--- src/rtl/ccsds_asm_randomizer.sv ---
// ---------------------------------------------------------------------------
// ccsds_asm_randomizer
//
// Turns the serial LDPC codeblock stream (one bit per beat, tlast on the
// final bit) into a serial CADU.  Each CADU is the 32-bit Attached Sync
// Marker sent MSB first, followed by the codeblock bits XORed with the CCSDS
// pseudo-random sequence h(x)=x^8+x^7+x^5+x^3+1.  The LFSR is reseeded to
// all ones at the start of every codeblock.
//
// The output side is a single registered AXI-Stream stage that can be fully
// back-pressured.  The input is accepted only while the block is emitting
// codeblock data and the output register can take a new beat.
//
// Parameters
//   ASM      sync marker word, sent MSB first
//   RAND_EN  1 = XOR data with the PN sequence, 0 = pass data unmodified
//
// Ports
//   clk            system clock
//   rst_n          asynchronous active-low reset
//   s_axis_tdata   codeblock bit
//   s_axis_tvalid  input bit valid
//   s_axis_tlast   last bit of codeblock
//   s_axis_tready  block accepts input bit
//   m_axis_tdata   CADU bit
//   m_axis_tvalid  output bit valid
//   m_axis_tlast   last bit of CADU
//   m_axis_tuser   1 while the current beat is an ASM bit
//   m_axis_tready  downstream ready
// ---------------------------------------------------------------------------
module ccsds_asm_randomizer #(
    parameter logic [31:0] ASM     = 32'h1ACFFC1D,
    parameter bit          RAND_EN = 1'b1
) (
    input  logic clk,
    input  logic rst_n,
    input  logic s_axis_tdata,
    input  logic s_axis_tvalid,
    input  logic s_axis_tlast,
    output logic s_axis_tready,
    output logic m_axis_tdata,
    output logic m_axis_tvalid,
    output logic m_axis_tlast,
    output logic m_axis_tuser,
    input  logic m_axis_tready
);

    typedef enum logic [1:0] {
        ST_IDLE = 2'd0,
        ST_ASM  = 2'd1,
        ST_DATA = 2'd2
    } state_t;

    state_t      r_state;
    state_t      w_nextState;
    logic [4:0]  r_asmCnt;
    logic [7:0]  r_lfsr;
    logic        r_mValid;
    logic        r_mData;
    logic        r_mLast;
    logic        r_mUser;

    logic        w_loadEn;
    logic        w_inHs;
    logic [4:0]  w_asmIdx;
    logic        w_startFrame;
    logic        w_beatAvail;
    logic        w_beatData;
    logic        w_beatLast;
    logic        w_beatUser;

    // The output register may take a new beat when it is empty or its
    // current beat is being taken this cycle.
    assign w_loadEn      = !r_mValid || m_axis_tready;
    assign s_axis_tready = (r_state == ST_DATA) && w_loadEn;
    assign w_inHs        = s_axis_tvalid && s_axis_tready;
    assign w_asmIdx      = 5'd31 - r_asmCnt;
    assign w_startFrame  = (r_state == ST_IDLE) && s_axis_tvalid;

    // State register.
    always_ff @(posedge clk or negedge rst_n) begin
        if (!rst_n) begin
            r_state <= ST_IDLE;
        end else begin
            r_state <= w_nextState;
        end
    end

    // Next-state logic.  IDLE only watches tvalid; the pending input bit is
    // left in place and consumed later in DATA.
    always_comb begin
        w_nextState = r_state;
        case (r_state)
            ST_IDLE: begin
                if (s_axis_tvalid) begin
                    w_nextState = ST_ASM;
                end
            end
            ST_ASM: begin
                if (w_loadEn && (r_asmCnt == 5'd31)) begin
                    w_nextState = ST_DATA;
                end
            end
            ST_DATA: begin
                if (w_inHs && s_axis_tlast) begin
                    w_nextState = ST_IDLE;
                end
            end
            default: w_nextState = ST_IDLE;
        endcase
    end

    // Output decode: which beat, if any, is offered to the output register.
    always_comb begin
        w_beatAvail = 1'b0;
        w_beatData  = 1'b0;
        w_beatLast  = 1'b0;
        w_beatUser  = 1'b0;
        case (r_state)
            ST_ASM: begin
                w_beatAvail = 1'b1;
                w_beatData  = ASM[w_asmIdx];
                w_beatUser  = 1'b1;
            end
            ST_DATA: begin
                w_beatAvail = w_inHs;
                w_beatData  = s_axis_tdata ^ (RAND_EN ? r_lfsr[0] : 1'b0);
                w_beatLast  = s_axis_tlast;
            end
            default: begin
                w_beatAvail = 1'b0;
            end
        endcase
    end

    // ASM bit counter and PN generator.  Both restart at the IDLE->ASM step
    // so every codeblock begins with the full marker and the sequence FF 48..
    always_ff @(posedge clk or negedge rst_n) begin
        if (!rst_n) begin
            r_asmCnt <= 5'd0;
            r_lfsr   <= 8'hFF;
        end else begin
            if (w_startFrame) begin
                r_asmCnt <= 5'd0;
                r_lfsr   <= 8'hFF;
            end else begin
                if ((r_state == ST_ASM) && w_loadEn) begin
                    r_asmCnt <= r_asmCnt + 5'd1;
                end
                if (w_inHs) begin
                    r_lfsr <= {r_lfsr[0] ^ r_lfsr[3] ^ r_lfsr[5] ^ r_lfsr[7],
                               r_lfsr[7:1]};
                end
            end
        end
    end

    // Output register.  Holds everything while stalled; empties to all-zero
    // when it can load but nothing is offered.
    always_ff @(posedge clk or negedge rst_n) begin
        if (!rst_n) begin
            r_mValid <= 1'b0;
            r_mData  <= 1'b0;
            r_mLast  <= 1'b0;
            r_mUser  <= 1'b0;
        end else if (w_loadEn) begin
            r_mValid <= w_beatAvail;
            r_mData  <= w_beatAvail && w_beatData;
            r_mLast  <= w_beatAvail && w_beatLast;
            r_mUser  <= w_beatAvail && w_beatUser;
        end
    end

    assign m_axis_tvalid = r_mValid;
    assign m_axis_tdata  = r_mData;
    assign m_axis_tlast  = r_mLast;
    assign m_axis_tuser  = r_mUser;

endmodule

--- config.mk ---
export PLATFORM = sky130hd
export DESIGN_NAME = ccsds_asm_randomizer
export DESIGN_NICKNAME = d
export VERILOG_FILES = /design/src/rtl/ccsds_asm_randomizer.sv
export SDC_FILE = /design/constraint.sdc
export NUM_CORES = 1
export LEC_CHECK = 0
export CORE_MARGIN = 3
export CORE_UTILIZATION = 54
export CTS_BUF_LIST = sky130_fd_sc_hd__clkbuf_16
export CTS_CLUSTER_DIAMETER = 40
export DETAILED_ROUTE_END_ITERATION = 8
export GPL_TIMING_DRIVEN = 0
export PLACE_DENSITY = 0.77
export SYNTH_ARGS = -nofsm -noshare
export SYNTH_HDL_FRONTEND = slang
export SYNTH_SLANG_ARGS = --single-unit
--- constraint.sdc ---
create_clock -name clk -period 1.91 [get_ports clk]
set_input_delay 0.2865 -clock clk [delete_from_list [all_inputs] [get_ports clk]]
set_output_delay 0.2865 -clock clk [all_outputs]
set_load 0.05 [all_outputs]
[Word-level counts from Yosys, hierarchy flattened]
Memory sizes are Yosys's and may differ from the RTL's.
Index checks and enable logic that the tools add are counted.
Widths: inputs -> output; s select.
Storage, ports and cells
  input port bits: 6
  output and inout port bits: 5
  register bits: 19
  memories: 1
  word-level logic and storage cells: 49
  ROM bits: 32
Memories
  (name not given): words 32, bits a word 1, read ports 1, clocked after memory_dff 0, wr ports 0, line 122  | w_beatData = ASM[w_asmIdx];
Operators by class
  mux-type cells: 13
  reduce and logical (&&, ||, !) cells: 15
  magnitude comparators: 1
  bitwise logic cells: 4
  $add $sub $neg: 2
  equal/unequal tests: 6
Operators with widths (count)
  $mux 8: 2
  $mux 5: 2
  $logic_and 1x1->1: 9
  $lt 5x6->1 const B: 1
  $mux 2: 3
  $pmux 2 s3: 1
  $add 5x1->5 const B: 1
  $eq 5x5->1 const B: 1
  $sub 5x5->5 const A: 1
  $ne 2x2->1 const B: 2
  $pmux 1 s2: 2
  $reduce_bool 2->1: 2
  $xor 1x1->1: 4
  $mux 1: 3
  $reduce_and 3->1: 1
  $eq 2x1->1 const B: 1
  $eq 2x2->1 const B: 1
  $logic_not 2->1: 1
  $ne 2x1->1 const B: 1
  $logic_not 1->1: 1
  $logic_or 1x1->1: 1

[Logic depth before layout (Yosys ltp)]
  word-level depth: 7
  depth in mapped cells: 7
  gate-level depth less buffers: 6

[Worst setup path after synthesis]
OpenSTA, ideal clock, no wires.
  path type: flip-flop to output port
  from: register r_mValid, in the netlist m_axis_tvalid
  to: output port s_axis_tready
  required time: 1623 ps
  cell stages (with the launch flop): 5
  path buffers: 2
  path slack: 198 ps
  arrival: 1425 ps
  cells stage by stage: dfrtp_1 -> nand2b_1 -> buf_6 -> buf_2 -> and2_1
Between the ends
  longest elaborated chain between the ends: 3
RTL lines
  from (decl): line 58  | logic r_mValid;
  from (signal assigned): line 167  | r_mValid <= w_beatAvail;
  $logic_not 1->1: line 74  | assign w_loadEn = !r_mValid || m_axis_tready;
  $logic_or 1x1->1: line 74
  $logic_and 1x1->1: line 75  | assign s_axis_tready = (r_state == ST_DATA) && w_loadEn;
  to (decl): line 40  | output logic s_axis_tready,
No other way between the ends.

[Worst setup path in the final report]
  from: input port m_axis_tready
  to: output port s_axis_tready
Between the ends
  longest elaborated chain between the ends: 2
RTL lines
  from (decl): line 45  | input logic m_axis_tready
  $logic_or 1x1->1: line 74
  $logic_and 1x1->1: line 75
No other way between the ends.

==> reports/qor.json <==
{
  "route.vias.total": {"value": 785},
  "max-slew-margin-rel": {"value": 0.434},
  "finClkSkew": {"value": 2.39, "unit": "ps"},
  "dr.pass1.iters": {"value": 4},
  "totalNegativeSetupSlack": {"value": 0, "unit": "ps"},
  "std_cell_rows": {"value": 15},
  "synth.largest_area_cell": {"value": "dfrtp_1"},
  "source_to_sink_clock_delay_at_the_later_pin_of_the_worst_skew_pair": {"value": 250, "unit": "ps"},
  "report.final.hold_viol_count": {"value": 0},
  "netlist-cell-type-count": {"value": 30},
  "postSynthAreaPerCell": {"value": 10.4, "unit": "um2"},
  "cts_num_sinks": {"value": 19},
  "grt_max_degree": {"value": 20},
  "die_area": {"value": 2490, "unit": "um2"},
  "antenna_violations_before_repair": {"value": 0},
  "cts_max_level": {"value": 1},
  "fmaxAchievable": {"value": 0.553, "unit": "GHz"},
  "r2r_end": {"value": "r_state[0]"},
  "die_w": {"value": 49.9, "unit": "um"},
  "floorplan.initialDensity": {"value": 0.589},
  "drt-total-wl": {"value": 1920, "unit": "um"},
  "synth_nets": {"value": 113},
  "tritoncts": {"value": "built"},
  "cts_hold_buf": {"value": 0},
  "drt.antenna.violating_nets": {"value": 0},
  "post_cts_resize_count": {"value": 5},
  "fillerInstances": {"value": 147},
  "layout_min_cycle_time": {"value": 1810, "unit": "ps"},
  "wl_per_cell": {"value": 13.8, "unit": "um"},
  "layout-area-overhead-vs-synth": {"value": 20.4, "unit": "%"},
  "first_pass_grt_wire_length": {"value": 3330, "unit": "um"},
  "cts_buffers": {"value": 3},
  "drive_above_1_share": {"value": 0.184},
  "maxCapViolations": {"value": 0},
  "place_inst": {"value": 135},
  "antenna_cells_inserted": {"value": 0},
  "clkSlewWorstSetupHoldPaths": {"value": 60, "unit": "ps"},
  "cts_buffer_depth": {"value": 2},
  "route.detailed.vias_per_inst": {"value": 5.65},
  "path_class": {"value": "in -> out"},
  "worst-endpoint-required": {"value": 1620, "unit": "ps"},
  "dp.final_hpwl": {"value": 1350, "unit": "um"},
  "placement.io_buffers": {"value": 10},
  "worst_slew_pin_slew": {"value": 847, "unit": "ps"},
  "max_fo_critical_path": {"value": 10},
  "synthTopCellsByArea": {"value": "dfrtp_1 (27%), dfstp_2 (20%), ha_1 (8.4%), nand2_1 (4.0%), mux2i_1 (3.9%)"},
  "drtIter0Drc": {"value": 12},
  "fin_nets": {"value": 128},
  "sequential_element_share_of_the_synthesized_area": {"value": 0.467},
  "area_share_of_the_largest_cell_type_after_synthesis": {"value": 0.265},
  "layoutNonFillerInstCount": {"value": 139},
  "rsz0062_at_grt": {"value": "false"},
  "cts_root_buffer": {"value": "clkbuf_16"},
  "remaining_drc_errors": {"value": 0},
  "worstReg2RegStart": {"value": "r_asmCnt[0]"},
  "setup_viol_count_final": {"value": 0},
  "syn-instance-count": {"value": 100},
  "min_period_over_period": {"value": 0.947},
  "die_y": {"value": 49.9, "unit": "um"},
  "gr-total-overflow": {"value": 0},
  "synthesis.area": {"value": 1040, "unit": "um2"},
  "timing.reg2reg.worst_path_depth": {"value": 6},
  "timing.critical_path.from_type": {"value": "input pin"},
  "grt.total_usage": {"value": 0.176},
  "p_leak": {"value": 0.548, "unit": "nW"},
  "synth-warning-count": {"value": 0},
  "power.ir.vdd_worst": {"value": 0.681, "unit": "mV"},
  "top_level_ports": {"value": 11},
  "timing.final.max_slew_violations": {"value": 0},
  "hp-class": {"value": "in -> async"},
  "setup.worst_path.end_class": {"value": "primary output"},
  "first_global_vias": {"value": 747},
  "floorplan.core_area": {"value": 1760, "unit": "um2"},
  "status": {"value": "completed"},
  "pwr_density_cell": {"value": 1230, "unit": "nW/um2"},
  "cts_setup_buffers": {"value": 0},
  "gp_routability_congestion": {"value": 0.798},
  "timing.reg2reg.setup_slack": {"value": 170, "unit": "ps"},
  "cp_data_arrival_time": {"value": 1520, "unit": "ps"},
  "ys_seq_elements": {"value": 19}
}
## sequential cells by signal, summed over array words and instances (netlist names)
signal / flops
m_axis_tvalid: 1
m_axis_tdata: 1
r_lfsr: 8
m_axis_tlast: 1
m_axis_tuser: 1
r_asmCnt: 5
r_state: 2
## how the worst max path moves through the flow
stage | end | depth (start not counted) | startpoint
floorplan | s_axis_tready | 4 | m_axis_tvalid
global placement | s_axis_tready | 6 | m_axis_tready
detailed placement | s_axis_tready | 6 | m_axis_tready
CTS | s_axis_tready | 6 | m_axis_tready
global route | s_axis_tready | 6 | m_axis_tready
finish | s_axis_tready | 6 | m_axis_tready
## synth_stat cells
cell type and n:
a211o_1 1, a211oi_1 2, a21boi_0 1, a21oi_1 4, a221oi_2 1, a31oi_1 1, and2_1 2, and3_1 2
buf_2 3, buf_6 1, dfrtp_1 11, dfstp_2 8, ha_1 7, inv_1 6, mux2_2 1, mux2i_1 4
nand2_1 11, nand2b_1 2, nand3_1 7, nand3_2 2, nor2_1 4, nor2b_1 1, o2111ai_1 1, o21ai_0 5
o22ai_1 1, o311ai_0 1, o32a_1 3, or3_1 1, xnor2_1 2, xor2_1 4
## layout make-up
type	count	area [um2]	share of cell area
inverters	6	22.5	0.0180
clock inverters	1	5.00	0.00400
repair buffers	10	97.6	0.0781
flip-flops and latches	19	485	0.388
multi-input cells	71	504	0.403
well taps	25	31.3	0.0250
clock buffers	3	75.1	0.0601
plain buffers	4	28.8	0.0230
## cells in the final DEF (no fill, tap or decap), types with 2 or more instances in the layout
master / instances
nor2_1: 4
dfrtp_1: 11
a21oi_1: 4
xor2_1: 4
dfstp_2: 8
clkbuf_4: 2
o21ai_0: 5
nand2b_1: 2
buf_2: 2
and3_1: 2
and2_1: 2
a211oi_1: 2
nand2_1: 11
clkdlybuf4s50_1: 9
o32a_1: 3
xnor2_1: 2
nand3_1: 7
clkbuf_16: 3
nand3_2: 2
inv_1: 6
mux2i_1: 4
ha_1: 7
## layer usage
layer | vias up | GRT usage | wire, um | part of all wire
met5 | - | 0 | 0 | 0
met4 | 0 | 0.0968 | 13 | 0.0068
met3 | 2 | 0.0483 | 85 | 0.044
met2 | 12 | 0.264 | 912 | 0.48
met1 | 390 | 0.228 | 904 | 0.47
li1 | 381 | - | - | -
## metrics by stage
step                      setup slack, ps  total power [mW]  utilization  hold WS [ps]  area [um2]
after global routing                 31.7              1.63        0.709           535        1250
final                                 102              1.53        0.709           515        1250
after detailed placement             -507              1.10        0.663           510        1170
after global placement               -486              1.08        0.663           504        1170
after CTS                            26.7              1.54        0.706           518        1240
after floorplan                       198             0.939            -         -9.09        1040
## where the power goes
part           total (mW)  internal, mW  switching (mW)
Sequential          0.548         0.473          0.0743
Combinational       0.556         0.211           0.345
Clock               0.428         0.280           0.148
Total                1.53         0.964           0.567
## worst max-delay path: stages
cell and delay, ps:
clkdlybuf4s50_1 440, nand2b_1 120, buf_6 130, clkbuf_4 190, and2_1 140, clkbuf_4 220
## cells by family (layout without fill, tap and decap cells)
family / after synthesis / count (layout) / share of synthesized area
adder cells (fa/ha/maj): 7 / 7 / 0.0843
multiplexers: 5 / 5 / 0.0494
XOR/XNOR: 6 / 6 / 0.0506
flip-flops: 19 / 19 / 0.467
AO/OA/AOI/OAI: 21 / 21 / 0.146
buffers and inverters: 10 / 24 / 0.0470
AND/OR/NAND/NOR: 32 / 32 / 0.155
Note: power is estimated with default switching activity, not from simulation.
